`src/rtl/i2c_cmd_sequencer.sv`:
```
// i2c_cmd_sequencer: command FIFO plus issue FSM in front of an i2c_controller master.
// Commands {addr, rw, data} are queued and issued one at a time on the master pins.
// Each command produces exactly one response, either read data or a timeout flag.
module i2c_cmd_sequencer #(
    parameter int unsigned DEPTH   = 4,
    parameter int unsigned TIMEOUT = 1023
) (
    input  logic       clk,
    input  logic       rst,
    input  logic       cmd_valid,
    output logic       cmd_ready,
    input  logic [6:0] cmd_addr,
    input  logic       cmd_rw,
    input  logic [7:0] cmd_data,
    output logic       rsp_valid,
    input  logic       rsp_ready,
    output logic [7:0] rsp_data,
    output logic       rsp_rw,
    output logic       rsp_timeout,
    output logic       busy,
    output logic [6:0] m_addr,
    output logic [7:0] m_data_in,
    output logic       m_rw,
    output logic       m_enable,
    input  logic [7:0] m_data_out,
    input  logic       m_ready
);

    localparam int unsigned AW = (DEPTH > 1) ? $clog2(DEPTH) : 1;
    localparam int unsigned TW = $clog2(TIMEOUT + 1);
    localparam logic [AW:0]   FULL_CNT = (AW + 1)'(DEPTH);
    localparam logic [TW-1:0] TLAST    = TW'(TIMEOUT - 1);

    localparam logic [1:0] ST_IDLE   = 2'd0;
    localparam logic [1:0] ST_LAUNCH = 2'd1;
    localparam logic [1:0] ST_RUN    = 2'd2;
    localparam logic [1:0] ST_RESP   = 2'd3;

    // FIFO storage, entry layout {addr[6:0], rw, data[7:0]}
    logic [15:0]   mem_q [DEPTH];
    logic [AW-1:0] wr_ptr_q, rd_ptr_q;
    logic [AW:0]   count_q, count_d;
    logic          ready_en_q;
    logic          push, pop;

    logic [1:0]    state_q, state_d;
    logic [TW-1:0] timer_q, timer_d;
    logic [6:0]    m_addr_q, m_addr_d;
    logic          m_rw_q, m_rw_d;
    logic [7:0]    m_data_q, m_data_d;
    logic          m_en_q, m_en_d;
    logic          rsp_valid_q, rsp_valid_d;
    logic [7:0]    rsp_data_q, rsp_data_d;
    logic          rsp_rw_q, rsp_rw_d;
    logic          rsp_to_q, rsp_to_d;

    assign cmd_ready   = ready_en_q & (count_q != FULL_CNT);
    assign push        = cmd_valid & cmd_ready;
    assign busy        = (state_q != ST_IDLE) | (count_q != '0);
    assign m_addr      = m_addr_q;
    assign m_rw        = m_rw_q;
    assign m_data_in   = m_data_q;
    assign m_enable    = m_en_q;
    assign rsp_valid   = rsp_valid_q;
    assign rsp_data    = rsp_data_q;
    assign rsp_rw      = rsp_rw_q;
    assign rsp_timeout = rsp_to_q;

    // FIFO occupancy: simultaneous push and pop leave the count unchanged
    always_comb begin
        count_d = count_q;
        if (push && !pop) begin
            count_d = count_q + 1'b1;
        end else if (!push && pop) begin
            count_d = count_q - 1'b1;
        end
    end

    // FIFO data storage; no reset needed since count gates every read
    always_ff @(posedge clk) begin
        if (push) begin
            mem_q[wr_ptr_q] <= {cmd_addr, cmd_rw, cmd_data};
        end
    end

    // FIFO pointers, count and the post-reset enable for cmd_ready
    always_ff @(posedge clk or negedge rst) begin
        if (!rst) begin
            wr_ptr_q   <= '0;
            rd_ptr_q   <= '0;
            count_q    <= '0;
            ready_en_q <= 1'b0;
        end else begin
            ready_en_q <= 1'b1;
            count_q    <= count_d;
            if (push) wr_ptr_q <= wr_ptr_q + 1'b1;
            if (pop)  rd_ptr_q <= rd_ptr_q + 1'b1;
        end
    end

    // Issue FSM next-state and output register values
    always_comb begin
        state_d     = state_q;
        timer_d     = timer_q;
        m_addr_d    = m_addr_q;
        m_rw_d      = m_rw_q;
        m_data_d    = m_data_q;
        m_en_d      = m_en_q;
        rsp_valid_d = rsp_valid_q;
        rsp_data_d  = rsp_data_q;
        rsp_rw_d    = rsp_rw_q;
        rsp_to_d    = rsp_to_q;
        pop         = 1'b0;
        case (state_q)
            ST_IDLE: begin
                if ((count_q != '0) && m_ready) begin
                    pop                          = 1'b1;
                    {m_addr_d, m_rw_d, m_data_d} = mem_q[rd_ptr_q];
                    m_en_d                       = 1'b1;
                    timer_d                      = '0;
                    state_d                      = ST_LAUNCH;
                end
            end
            ST_LAUNCH: begin
                if (timer_q == TLAST) begin
                    m_en_d      = 1'b0;
                    rsp_valid_d = 1'b1;
                    rsp_data_d  = '0;
                    rsp_rw_d    = m_rw_q;
                    rsp_to_d    = 1'b1;
                    state_d     = ST_RESP;
                end else begin
                    timer_d = timer_q + 1'b1;
                    if (!m_ready) begin
                        m_en_d  = 1'b0;
                        state_d = ST_RUN;
                    end
                end
            end
            ST_RUN: begin
                // A completion seen on the final timer cycle still counts as success
                if (m_ready) begin
                    rsp_valid_d = 1'b1;
                    rsp_data_d  = m_rw_q ? m_data_out : 8'h00;
                    rsp_rw_d    = m_rw_q;
                    rsp_to_d    = 1'b0;
                    state_d     = ST_RESP;
                end else if (timer_q == TLAST) begin
                    rsp_valid_d = 1'b1;
                    rsp_data_d  = '0;
                    rsp_rw_d    = m_rw_q;
                    rsp_to_d    = 1'b1;
                    state_d     = ST_RESP;
                end else begin
                    timer_d = timer_q + 1'b1;
                end
            end
            ST_RESP: begin
                if (rsp_ready) begin
                    rsp_valid_d = 1'b0;
                    state_d     = ST_IDLE;
                end
            end
            default: state_d = ST_IDLE;
        endcase
    end

    // Issue FSM state, timer and registered master/response outputs
    always_ff @(posedge clk or negedge rst) begin
        if (!rst) begin
            state_q     <= ST_IDLE;
            timer_q     <= '0;
            m_addr_q    <= '0;
            m_rw_q      <= 1'b0;
            m_data_q    <= '0;
            m_en_q      <= 1'b0;
            rsp_valid_q <= 1'b0;
            rsp_data_q  <= '0;
            rsp_rw_q    <= 1'b0;
            rsp_to_q    <= 1'b0;
        end else begin
            state_q     <= state_d;
            timer_q     <= timer_d;
            m_addr_q    <= m_addr_d;
            m_rw_q      <= m_rw_d;
            m_data_q    <= m_data_d;
            m_en_q      <= m_en_d;
            rsp_valid_q <= rsp_valid_d;
            rsp_data_q  <= rsp_data_d;
            rsp_rw_q    <= rsp_rw_d;
            rsp_to_q    <= rsp_to_d;
        end
    end

endmodule

```
`config.mk`:
```
export PLATFORM = sky130hd
export DESIGN_NAME = i2c_cmd_sequencer
export DESIGN_NICKNAME = d
export VERILOG_FILES = /design/src/rtl/i2c_cmd_sequencer.sv
export SDC_FILE = /design/constraint.sdc
export NUM_CORES = 1
export LEC_CHECK = 0
export ABC_AREA = 0
export ABC_CLOCK_PERIOD_IN_PS = 2570
export BUFFER_PORTS_ARGS = -buffer_cell sky130_fd_sc_hd__buf_2
export CAP_MARGIN = 5
export CORE_ASPECT_RATIO = 2
export CORE_MARGIN = 4
export CORE_UTILIZATION = 40
export CTS_BUF_LIST = sky130_fd_sc_hd__clkbuf_4 sky130_fd_sc_hd__clkbuf_8 sky130_fd_sc_hd__clkbuf_16
export DETAILED_ROUTE_END_ITERATION = 16
export GPL_TIMING_DRIVEN = 0
export PLACE_DENSITY = 0.55
export SLEW_MARGIN = 10
export SYNTH_ARGS = -nofsm -noshare
export SYNTH_HDL_FRONTEND = slang
export SYNTH_SLANG_ARGS = --single-unit
```
`constraint.sdc`:
```
create_clock -name clk -period 2.57 [get_ports clk]
set_input_delay 0.514 -clock clk [delete_from_list [all_inputs] [get_ports clk]]
set_output_delay 0.514 -clock clk [all_outputs]
set_load 0.005 [all_outputs]
```
Yosys cells after proc, flatten, opt, wreduce, memory -nomap -nowiden
Memory sizes are Yosys's and may differ from the RTL's. A register that Yosys moved wholly into a read port is not among the register bits. Cells that the tools add are included.

Bits in registers: 32. Memory bits (writable): 64. Output and inout port bits: 30. Memories kept: 1.

Memories: mem_q (words 4, width 16, read ports 1, clocked after memory_dff 1, wr ports 1, RTL line 40) `logic [15:0] mem_q [DEPTH];`.

$add $sub $neg: 5. Eq/ne operators: 10. Mux-type cells: 35. Bitwise gates (word level): 3. Reduce and logical (&&, ||, !) cells: 19.

Operators with widths (number): 10-bit 2-to-1 mux (3); 10-bit one-hot mux with 3 select lines (1); 8-bit 2-to-1 mux (3); 8-bit one-hot mux with 2 select lines (1); 1-bit 2-to-1 mux (14); 2-bit 2-to-1 mux (6); 10-bit by 1-bit adder with 10-bit output, second input constant (1); 10-bit == test, second input constant (1); 3-bit inequality test, second input constant (3); 3-bit nonzero test (3); 2-bit one-hot mux with 4 select lines (1); 2-bit nonzero test (4); 3-bit 2-to-1 mux (2); 2-bit inequality test, second input constant (3); 1-bit one-hot mux with 2 select lines (3); 3-bit AND reduction (2); 2-bit by 1-bit adder with 2-bit output, second input constant (2); 2-bit == test, second input constant (2); 2-bit AND reduction (2); 4-bit AND reduction (1); 3-bit by 1-bit adder with 3-bit output, second input constant (1); 1-bit logical AND (3); 1-bit zero test (3); 1-bit one-hot mux with 3 select lines (1); other kinds (5) (6).

Logic depth before layout (Yosys ltp)
Gate-level depths: netlist (run 1).

Depth after elaboration: 7. Gate-level depth with buffers: 10. Depth with buffers taken out: 9.

Worst setup path after synthesis (run 1)
Ideal clock, no wire load.

Kind: flip-flop to flip-flop. From: register count_q[0]. To: register count_q[2]. Setup time: 0.079 ns. Arrival time: 2.282 ns. Required time: 2.491 ns. Slack: 0.209 ns. Stages on the path, launching flop included: 11. Path buffers: 2. Period minus slack after synthesis: 2.361 ns. Path through: dfrtp_1 or3_1 buf_6 nand3_2 buf_4 ha_1 inv_1 fa_1 xor2_1 nor2_1 xor2_1.

Cells in the longest elaborated chain, start to end: 7. Elaborated cells between the ends (all ways): 16. Those cells by class: add/sub: 2; eq/ne: 1; mux: 4; bitwise: 2; reduce/logical: 7.

RTL lines: start: declaration (RTL line 42) `logic [AW:0] count_q, count_d;`; start signal: assignment (RTL line 95) `count_q <= count_d;`; 3-bit nonzero test (RTL line 116) `if ((count_q != '0) && m_ready) begin`; 1-bit logical AND (RTL line 116); 1-bit 2-to-1 mux (RTL line 116); 1-bit 2-to-1 mux (RTL line 114) `case (state_q)`; 1-bit zero test (RTL line 72) `if (push && !pop) begin`; 1-bit logical AND (RTL line 72); 3-bit 2-to-1 mux / 2-bit nonzero test (equally long branches).

Parallel ways exist; a longest one is shown, timed or not. The select of a mux whose other input is x is not followed. A chain may end at the register's enable or synchronous reset.

Worst setup path after layout (run 1)
Same ends and word-level chain as after synthesis.

==> metrics.cfg, run 1 <==
[worst_setup_path]
required_ns = 2.83
critical-path-top-cell-by-count = xor2_1
slowest_delay_ns = 0.45
worstPathMaxFanout = 10
critical_path.slowest_cell = dfrtp_2
worst_path_cell_chain = or3_1 > buf_6 > nand3_4 > buf_8 > ha_1 > inv_1 > fa_1 > xor2_1 > nor2_1 > xor2_1
critPathCaptureType = flip-flop
timing.critical_path.from_type = flip-flop
critPathKind = flip-flop to flip-flop
crit_path_arrival_time_ns = 2.65

[yosys]
synth-simple-area-share_pct = 7.72
synth_top_flop_cell = edfxtp_1
synth.yosys.seq_area_share_pct = 66.2
post_synth_mux_area_share_pct = 13.9
synth_largest_area_cell = edfxtp_1
synth-compound-area-share_pct = 5.28
synth_top_cell_area_share_pct = 40.8
largest_family_of_logic_cells_by_synthesized_area = multiplexers
ys_async_sr_fraction_pct = 42.9
netlist_instances = 281
synth_seq_cells = 112
synthAdderAreaFrac_pct = 3.61
synth_xor_xnor_area_share_pct = 1.11
yosys_warnings = 0
synthesis.area_per_instance_um2 = 16.8
mappedNetlistNets = 323
top_cells_by_area_in_the_synthesized_netlist = edfxtp_1 (41%), dfrtp_1 (25%), mux4_2 (7.6%)
yosysUniqueCellTypes = 52
synth_enable_flop_cells = 64
syn_area_um2 = 4710

[drt]
drtAntennaViolNets = 0
drt-wirelength-per-cell_um = 18.2
drt_drc_violations_left = 0
drt-vias-per-instance = 5.26
via_count = 2612
route.final.wire_length_um = 9020
drt_pre_antenna_iters = 4
detail_route.iter0.violations = 72

[timing]
final-max-slew-violation-count = 0
fin_setup_tns_ns = 0
timing.final.crit_share_pct = 92.8
rsz_0062_raised_after_global_routing = no
timing.final.setup_violations = 0
timing.max_slew.rel_slack_pct = 37.0
final_period_minus_worst_setup_slack_ns = 2.39
post-route-worst-setup-slack_ns = 0.185
max_freq_mhz = 419
timing.final.hold_violations = 0
worst-slew-pin-transition_ns = 0.945
finClkSkew_ns = 0.00809

[layout]
fin_cells = 497
final_common_cell = edfxtp_1
layout.nets = 392
layout.cells.most_common_list = edfxtp_1 (64), buf_2 (61), dfrtp_1 (47)
layout-drive-gt1-share_pct = 35.8
area_overhead_of_the_layout_relative_to_synthesis_pct = 17.4
antennaDiodeCount = 0

[clock_tree]
cts-root-buf = clkbuf_16
numCtsBuffers = 9
clk_pin_slew_worst_paths_ns = 0.08
hold_buffers = 0
ctsLongestPathBuffers = 2
cts_sinks = 112
h-tree-depth = 3
clk_latency_ns = 0.34
tritoncts = yes

[power_and_ir_drop]
share_seq_of_total_power_pct = 42.8
netSwitchingPower_mw = 1.83
power.share.combinational_pct = 31.9
power.density_nw_per_um2 = 1080
p_int_mw = 4.17
irDropWorstVdd_mv = 0.489
leakagePower_nw = 2.22
clockPowerShare_pct = 25.4
switching_share_pct = 30.4

[die]
core_area_um2 = 11400
ioPinCount = 59
die_y_um = 162
die-area_um2 = 13700
die_w_um = 84.8
initial_standard_cell_utilization_of_the_core_pct = 41.3
placement_rows = 55

[placed_design]
globalplace.congestion = 0.836
hpwl_um = 6310
place_ws_ns = -0.133
numPortBuffers = 57
place_inst = 480

[global_routing]
via_count_of_the_first_global_routing_pass = 2819
grt_antenna_before_repair = 0
grt-ovfl-total = 0
grt_first_pass_wirelength_um = 14700
grt_max_degree = 49
track_usage_pct = 14.1

[run_status]
status = finished clean

[run]
max_cap_viol_count = 0

[worst_hold_path]
worstHoldPathType = input pin to asynchronous set/reset pin

[kinds of logic (layout without fill, tap and decap cells)]
kind of cell    count (synthesis)  after routing
compound gates                 29             29
other cells                     1              1
flops                         112            112
fa+ha+maj                      13             13
simple gates                   58             58
mux                            43             43
xor+xnor                        6              6
buf+inv                        19             93
[per-stage QoR]
step	util, %	hold slack (ns)	instance area [um^2]	total power, mW
5_1_grt	48.4	0.253	5530	6.39
6_report	48.4	0.200	5530	5.99
2_1_floorplan	-	0.218	4710	3.90
3_3_place_gp	45.3	0.471	5180	4.51
4_1_cts	48.3	0.371	5520	6.10
3_5_place_dp	45.3	0.486	5180	4.55
[flip-flops by register name (all words and copies together), names as in the netlist]
signal	cells
rsp_data	8
count_q	3
m_addr	7
mem_q	64
ready_en_q	1
rsp_rw	1
m_rw	1
wr_ptr_q	2
rsp_valid	1
state_q	2
rsp_timeout	1
m_data_in	8
rd_ptr_q	2
timer_q	10
m_enable	1
[area by class of cell]
| class | count | area, um^2 |
|---|---|---|
| tap | 142 | 178 |
| timing repair buffer | 58 | 295 |
| multi-input combinational | 150 | 1500 |
| sequential | 112 | 3120 |
| buffer | 10 | 70.1 |
| clock buffer | 10 | 233 |
| fill | 1038 | 5890 |
| inverter | 9 | 33.8 |
| clock inverter | 6 | 97.6 |
[Yosys cell counts, types with 3 or more instances]
cell and count:
edfxtp_1 64, dfrtp_1 48, mux2_2 19, mux4_2 16, nand2_1 14, ha_1 12, a22o_1 9, inv_1 9
nand2b_1 8, mux2i_1 7, and3_1 6, buf_2 5, nor4_1 5, xnor2_1 4, nand3_1 3, nand4_1 3
nor2_1 3, o31ai_1 3
[routing by layer]
metal / track usage [%] / part of all wire [%]
met5: 0 / 0
met2: 27.8 / 60
met1: 14.3 / 35
met4: 4.83 / 1.6
met3: 2.86 / 3.0
[power by group through the flow]
stage	logic, mW	registers, mW	clock network (mW)
detailed placement	1.94	2.61	0
floorplan	1.34	2.57	0
CTS	1.96	2.57	1.57
global placement	1.92	2.59	0
global route	2.12	2.62	1.65
finish	1.91	2.56	1.52
[path summary, 6_finish.rpt]
check | from | end | slack, ns | depth (start not counted)
worst max-delay path | count_q[0] | count_q[2] | 0.18 | 10
worst min-delay path | rst | timer_q[1] | 0.20 | 1
worst max register to register | count_q[0] | count_q[2] | 0.18 | 10
worst min register to register | m_data_in[3] | m_data_in[3] | 0.50 | 1
max in group asynchronous | rst | count_q[0] | 1.90 | 1
min in group clk | cmd_data[4] | mem_q[0][4] | 0.39 | 1
[critical path: cells and delay by family, from the launching register on]
| kind | cells | cell delay, ns |
|---|---|---|
| and+or+nand+nor | 3 | 0.62 |
| adders and majority gates | 2 | 0.57 |
| DFF | 1 | 0.45 |
| buffers and inverters | 3 | 0.36 |
| xor gates and xnor gates | 2 | 0.32 |
[repair_timing]
item / 4_1_cts / 5_1_grt
hold endpoints to repair: 0 / 0
buffers inserted: 0 / 1
resized for setup: 3 / 2
pin swaps: 0 / 0
setup endpoints to repair: 2 / 1
Note: power is estimated with default switching activity, not from simulation.
==> run 2: changes to the inputs <==
--- a/config.mk
+++ b/config.mk
@@ -15,6 +15,7 @@
 export CTS_BUF_LIST = sky130_fd_sc_hd__clkbuf_4 sky130_fd_sc_hd__clkbuf_8 sky130_fd_sc_hd__clkbuf_16
 export DETAILED_ROUTE_END_ITERATION = 16
 export GPL_TIMING_DRIVEN = 0
+export MAX_ROUTING_LAYER = met4
 export PLACE_DENSITY = 0.55
 export SLEW_MARGIN = 10
 export SYNTH_ARGS = -nofsm -noshare
==> constraint.sdc (replaced) <==
create_clock -name clk -period 2.57 [get_ports clk]
set_input_delay 0.3855 -clock clk [delete_from_list [all_inputs] [get_ports clk]]
set_output_delay 0.3855 -clock clk [all_outputs]
set_load 0.005 [all_outputs]
==> run 2 against run 1 <==
Net effect:
- power barely moved
- clock power barely moved
- critical path depth did not move
- critical endpoint unchanged
==> metrics.cfg, run 2 (synthesized netlist as in run 1, its figures left out) <==
[run_status]
status = finished clean  ; unchanged

[placed_design]
numPortBuffers = 57  ; unchanged
globalplace.congestion = 0.849  ; was 0.836
place_ws_ns = -0.133  ; unchanged
dpl_cell_area_um2 = 5180  ; unchanged
place_inst = 480  ; unchanged
hpwl_um = 6310  ; unchanged

[drt]
route.final.wire_length_um = 8980  ; was 9020 um
drtAntennaViolNets = 0  ; unchanged
via_count = 2615  ; was 2,612
drt-vias-per-instance = 5.26  ; about the same
drt_pre_antenna_iters = 4  ; unchanged
drt-wirelength-per-cell_um = 18.1  ; was 18.2 um
detail_route.iter0.violations = 66  ; was 72
drt_drc_violations_left = 0  ; unchanged

[power_and_ir_drop]
p_int_mw = 4.17  ; about the same
netSwitchingPower_mw = 1.83  ; about the same
share_seq_of_total_power_pct = 42.7  ; was 42.8%
leakagePower_nw = 2.22  ; unchanged
clockPowerShare_pct = 25.4  ; about the same
power.share.combinational_pct = 31.8  ; was 31.9%
switching_share_pct = 30.5  ; was 30.4%
power.density_nw_per_um2 = 1080  ; about the same
irDropWorstVdd_mv = 0.494  ; was 0.489 mV

[clock_tree]
clk_pin_slew_worst_paths_ns = 0.08  ; about the same
cts-root-buf = clkbuf_16  ; unchanged
tritoncts = yes  ; unchanged
ctsLongestPathBuffers = 2  ; unchanged
numCtsBuffers = 9  ; unchanged
clk_latency_ns = 0.34  ; about the same
cts_sinks = 112  ; unchanged
hold_buffers = 0  ; unchanged
h-tree-depth = 3  ; unchanged

[timing]
timing.final.hold_violations = 0  ; unchanged
final_period_minus_worst_setup_slack_ns = 2.39  ; about the same
timing.final.crit_share_pct = 92.8  ; about the same
worst-slew-pin-transition_ns = 0.950  ; was 0.945 ns
finClkSkew_ns = 0.00979  ; was 0.00809 ns
hold_slack_ns = 0.0712  ; was 0.200 ns
timing.max_slew.rel_slack_pct = 36.6  ; was 37.0%
timing.final.setup_violations = 0  ; unchanged
max_freq_mhz = 419  ; about the same
rsz_0062_raised_after_global_routing = no  ; unchanged
post-route-worst-setup-slack_ns = 0.185  ; about the same
final-max-slew-violation-count = 0  ; unchanged

[global_routing]
grt_first_pass_wirelength_um = 14700  ; about the same
grt-ovfl-total = 0  ; unchanged
grt_antenna_before_repair = 0  ; unchanged
track_usage_pct = 14.5  ; was 14.1%
via_count_of_the_first_global_routing_pass = 2812  ; was 2,819
grt_max_degree = 49  ; unchanged

[worst_setup_path]
critPathKind = flip-flop to flip-flop  ; unchanged
required_ns = 2.83  ; about the same
worstPathMaxFanout = 10  ; unchanged
timing.critical_path.from_type = flip-flop  ; unchanged
critPathCaptureType = flip-flop  ; unchanged
crit_path_arrival_time_ns = 2.65  ; about the same

[layout]
final_common_cell = edfxtp_1  ; unchanged
antennaDiodeCount = 0  ; unchanged
biggestRegsByFlops = mem_q: 64 flops, timer_q: 10 flops  ; unchanged
layout.nets = 392  ; unchanged
final_cell_area_um2 = 5530  ; unchanged
regMostFlops = mem_q  ; unchanged
layout-drive-gt1-share_pct = 35.8  ; unchanged
fin_util_pct = 48.4  ; unchanged
largest_register_ffs = 64  ; unchanged
fin_cells = 497  ; unchanged
layout.cells.most_common_list = edfxtp_1 (64), buf_2 (61), dfrtp_1 (47)  ; unchanged
area_overhead_of_the_layout_relative_to_synthesis_pct = 17.4  ; unchanged

[die]
die-area_um2 = 13700  ; unchanged
placement_rows = 55  ; unchanged
die_y_um = 162  ; unchanged
initial_standard_cell_utilization_of_the_core_pct = 41.3  ; unchanged
ioPinCount = 59  ; unchanged
die_w_um = 84.8  ; unchanged
core_area_um2 = 11400  ; unchanged

[worst_hold_path]
worstHoldPathType = input pin to asynchronous set/reset pin  ; unchanged

[run]
max_cap_viol_count = 0  ; unchanged

[run 2: cell counts in the layout (fill, tap and decap cells not counted)]
Identical to the previous run, type by type.
[run 2: critical path, stage by stage (launching register included)]
cell and delay [ns]:
dfrtp_2 0.45, or3_1 0.39, buf_6 0.15, nand3_4 0.09
buf_8 0.15, ha_1 0.19, inv_1 0.06, fa_1 0.38
xor2_1 0.17, nor2_1 0.14, xor2_1 0.15
[run 2: layer usage]
layer	track usage (%)	vias to the layer above	routed length [um]
li1	-	1214	-
met1	14.3	1346	3120
met2	27.8	42	5440
met3	2.86	13	262
met4	4.83	0	155
met5	-	-	0
[run 2: area by class of cell]
cell class	instances	area [um^2]
inverters	9	33.8
clock buffers	10	233
repair buffers	58	295
plain buffers	10	70.1
flip-flops and latches	112	3120
well taps	142	178
multi-input cells	150	1500
clock inverters	6	97.6
fillers	1038	5890
[run 2: metrics by stage]
step           power (mW)  TNS, ns
5_1_grt              6.39        0
2_1_floorplan        3.90        0
3_3_place_gp         4.51   -0.110
6_report             6.00        0
3_5_place_dp         4.55   -0.174
4_1_cts              6.10        0
[run 2: path summary, 6_finish.rpt]
check	start	endpoint	slack, ns	cells past startpoint
max reg2reg	count_q[0]	count_q[2]	0.18	10
min in group clk	cmd_data[0]	mem_q[1][0]	0.26	1
max	count_q[0]	count_q[2]	0.18	10
max in group asynchronous	rst	count_q[0]	2.03	1
min reg2reg	m_data_in[3]	m_data_in[3]	0.50	1
min	rst	timer_q[1]	0.07	1
[run 2: what timing repair did]
action | CTS | global route
endpoints found under the setup margin | 2 | 1
hold endpoints to repair | 0 | 0
gates resized for setup | 3 | 2
pin swaps | 0 | 0
buffers inserted | 0 | 1
[run 2: power groups by stage]
stage	clock (mW)	combinational, mW	sequential (mW)
2_1_floorplan	0	1.34	2.57
3_3_place_gp	0	1.92	2.59
4_1_cts	1.57	1.96	2.57
3_5_place_dp	0	1.94	2.61
5_1_grt	1.65	2.12	2.62
6_report	1.52	1.91	2.56
==> run 3: changes to the inputs <==
--- a/config.mk
+++ b/config.mk
@@ -10,7 +10,6 @@
 export BUFFER_PORTS_ARGS = -buffer_cell sky130_fd_sc_hd__buf_2
 export CAP_MARGIN = 5
 export CORE_ASPECT_RATIO = 2
-export CORE_MARGIN = 4
 export CORE_UTILIZATION = 40
 export CTS_BUF_LIST = sky130_fd_sc_hd__clkbuf_4 sky130_fd_sc_hd__clkbuf_8 sky130_fd_sc_hd__clkbuf_16
 export DETAILED_ROUTE_END_ITERATION = 16
==> constraint.sdc (replaced) <==
create_clock -name clk -period 2.57 [get_ports clk]
set_input_delay 0.3855 -clock clk [delete_from_list [all_inputs] [get_ports clk]]
set_output_delay 0.3855 -clock clk [all_outputs]
set_load 0.01 [all_outputs]
==> run 3 against run 2 <==
Net effect:
- global-route usage rose by 2.4 points
- power fell by 0.78%
- first-iteration DRC count rose by 36%
- register-to-register slack barely moved
- critical path type unchanged
- largest power group unchanged
- highest routed layer unchanged
==> metrics.cfg, run 3 (synthesized netlist as in run 1, its figures left out) <==
[clock_tree]
h-tree-depth = 3  ; unchanged
ctsLongestPathBuffers = 2  ; unchanged
tritoncts = yes  ; unchanged
hold_buffers = 0  ; unchanged
clk_latency_ns = 0.35  ; was 0.34 ns
cts_sinks = 112  ; unchanged
cts-root-buf = clkbuf_16  ; unchanged
clk_pin_slew_worst_paths_ns = 0.08  ; about the same
numCtsBuffers = 9  ; unchanged

[global_routing]
grt-ovfl-total = 0  ; unchanged
grt_antenna_before_repair = 0  ; unchanged
via_count_of_the_first_global_routing_pass = 2773  ; was 2,812
track_usage_pct = 16.9  ; was 14.5%
grt_first_pass_wirelength_um = 14500  ; was 14,700 um
grt_max_degree = 49  ; unchanged

[layout]
layout-drive-gt1-share_pct = 35.5  ; was 35.8%
final_common_cell = edfxtp_1  ; unchanged
layout.cells.most_common_list = edfxtp_1 (64), buf_2 (61), dfrtp_1 (48)  ; was edfxtp_1 (64), buf_2 (61), dfrtp_1 (47)
layout.nets = 392  ; unchanged
area_overhead_of_the_layout_relative_to_synthesis_pct = 16.7  ; was 17.4%
sequential_cell_area_um2 = 3120  ; about the same
regMostFlops = mem_q  ; unchanged
multi_input_area_um2 = 1510  ; was 1500 um^2
biggestRegsByFlops = mem_q: 64 flops, timer_q: 10 flops  ; unchanged
antennaDiodeCount = 0  ; unchanged
largest_register_ffs = 64  ; unchanged
fillerInstances = 1082  ; was 1,038

[worst_setup_path]
required_ns = 2.85  ; was 2.83 ns
timing.critical_path.from_type = flip-flop  ; unchanged
critPathKind = flip-flop to flip-flop  ; unchanged
crit_path_arrival_time_ns = 2.66  ; was 2.65 ns
cp.buffers_inverters = 3  ; unchanged
critPathCaptureType = flip-flop  ; unchanged
worst_path_cell_chain = or3_1 > buf_6 > nand3_4 > buf_8 > ha_1 > inv_1 > fa_1 > xor2_1 > nor2_1 > xor2_1  ; unchanged
slowest_delay_ns = 0.45  ; about the same
critical-path-top-cell-by-count = xor2_1  ; unchanged
worstPathMaxFanout = 10  ; unchanged
critical_path.slowest_cell = dfrtp_1  ; was dfrtp_2
cpLargestDelayFamily = simple AND/OR/NAND/NOR gates  ; unchanged

[drt]
drt_pre_antenna_iters = 4  ; unchanged
drtAntennaViolNets = 0  ; unchanged
via_count = 2631  ; was 2,615
drt-wirelength-per-cell_um = 18.4  ; was 18.1 um
route.final.wire_length_um = 9150  ; was 8980 um
drt_drc_violations_left = 0  ; unchanged
drt-vias-per-instance = 5.29  ; was 5.26
detail_route.iter0.violations = 90  ; was 66

[placed_design]
globalplace.congestion = 0.805  ; was 0.849
numPortBuffers = 57  ; unchanged
hpwl_um = 6230  ; was 6310 um

[power_and_ir_drop]
irDropWorstVdd_mv = 0.447  ; was 0.494 mV
leakagePower_nw = 2.20  ; was 2.22 nW
power.total_mw = 5.95  ; was 6.00 mW
power.density_nw_per_um2 = 1080  ; about the same

[die]
die_w_um = 78.8  ; was 84.8 um
ioPinCount = 59  ; unchanged
die-area_um2 = 12300  ; was 13,700 um^2
core_area_um2 = 11400  ; unchanged
die_y_um = 156  ; was 162 um
placement_rows = 55  ; unchanged
initial_standard_cell_utilization_of_the_core_pct = 41.3  ; unchanged

[timing]
timing.final.crit_share_pct = 92.7  ; was 92.8%
timing.final.setup_violations = 0  ; unchanged
max_freq_mhz = 420  ; was 419 MHz
rsz_0062_raised_after_global_routing = no  ; unchanged
finClkSkew_ns = 0.0102  ; was 0.00979 ns
worst-slew-pin-transition_ns = 0.926  ; was 0.950 ns
final-max-slew-violation-count = 0  ; unchanged
final_period_minus_worst_setup_slack_ns = 2.38  ; was 2.39 ns
timing.max_slew.rel_slack_pct = 38.3  ; was 36.6%
hold_slack_ns = 0.0490  ; was 0.0712 ns
timing.final.hold_violations = 0  ; unchanged

[run]
max_cap_viol_count = 0  ; unchanged

[worst_hold_path]
worstHoldPathType = input pin to asynchronous set/reset pin  ; unchanged

[run_status]
status = finished clean  ; unchanged

## run 3: path summary, 6_finish.rpt
check                             from           end  slack, ns  depth (start not counted)
hold reg to reg              m_addr[3]     m_addr[3]       0.50                          1
hold / removal                     rst  m_data_in[6]       0.05                          1
setup / recovery            count_q[0]    count_q[2]       0.19                         10
max in group asynchronous          rst   rsp_timeout       2.07                          1
setup reg to reg            count_q[0]    count_q[2]       0.19                         10
min in group clk           cmd_data[4]   mem_q[1][4]       0.24                          1
## run 3: power breakdown
group	total [mW]	internal [mW]	switching, mW
Clock	1.38	0.686	0.689
Combinational	2.00	0.966	1.04
Sequential	2.57	2.33	0.246
Total	5.95	3.98	1.97
## run 3: area by class of cell
cell class	instances	area share, %
Sequential cell	112	56.8
Multi-Input combinational cell	150	27.4
Timing Repair Buffer	58	5.37
Clock buffer	9	4.09
Tap cell	142	3.23
Buffer	10	1.27
Clock inverter	7	1.25
Inverter	9	0.614
## run 3: timing repair
item | in CTS | in global routing
gates resized for setup | 2 | 3
endpoints found under the setup margin | 2 | 2
pin swaps | 0 | 0
buffers inserted | 0 | 1
## run 3: layer usage
metal	vias to the layer above	GRT usage (%)	routed length (um)
li1	1216	-	-
met1	1356	17.7	3380
met2	44	29.8	5350
met3	15	2.92	218
met4	0	8.82	198
met5	-	-	0
## run 3: metrics by stage
step	instance area, um^2	util [%]	std cells	TNS (ns)	setup slack [ns]
after floorplan	4710	-	281	0	0.209
after global placement	5180	45.3	480	-0.0801	-0.0801
after detailed placement	5180	45.3	480	-0.174	-0.126
after CTS	5480	48.0	496	0	0.00725
after global routing	5500	48.1	497	0	0.0240
final	5500	48.1	497	0	0.188
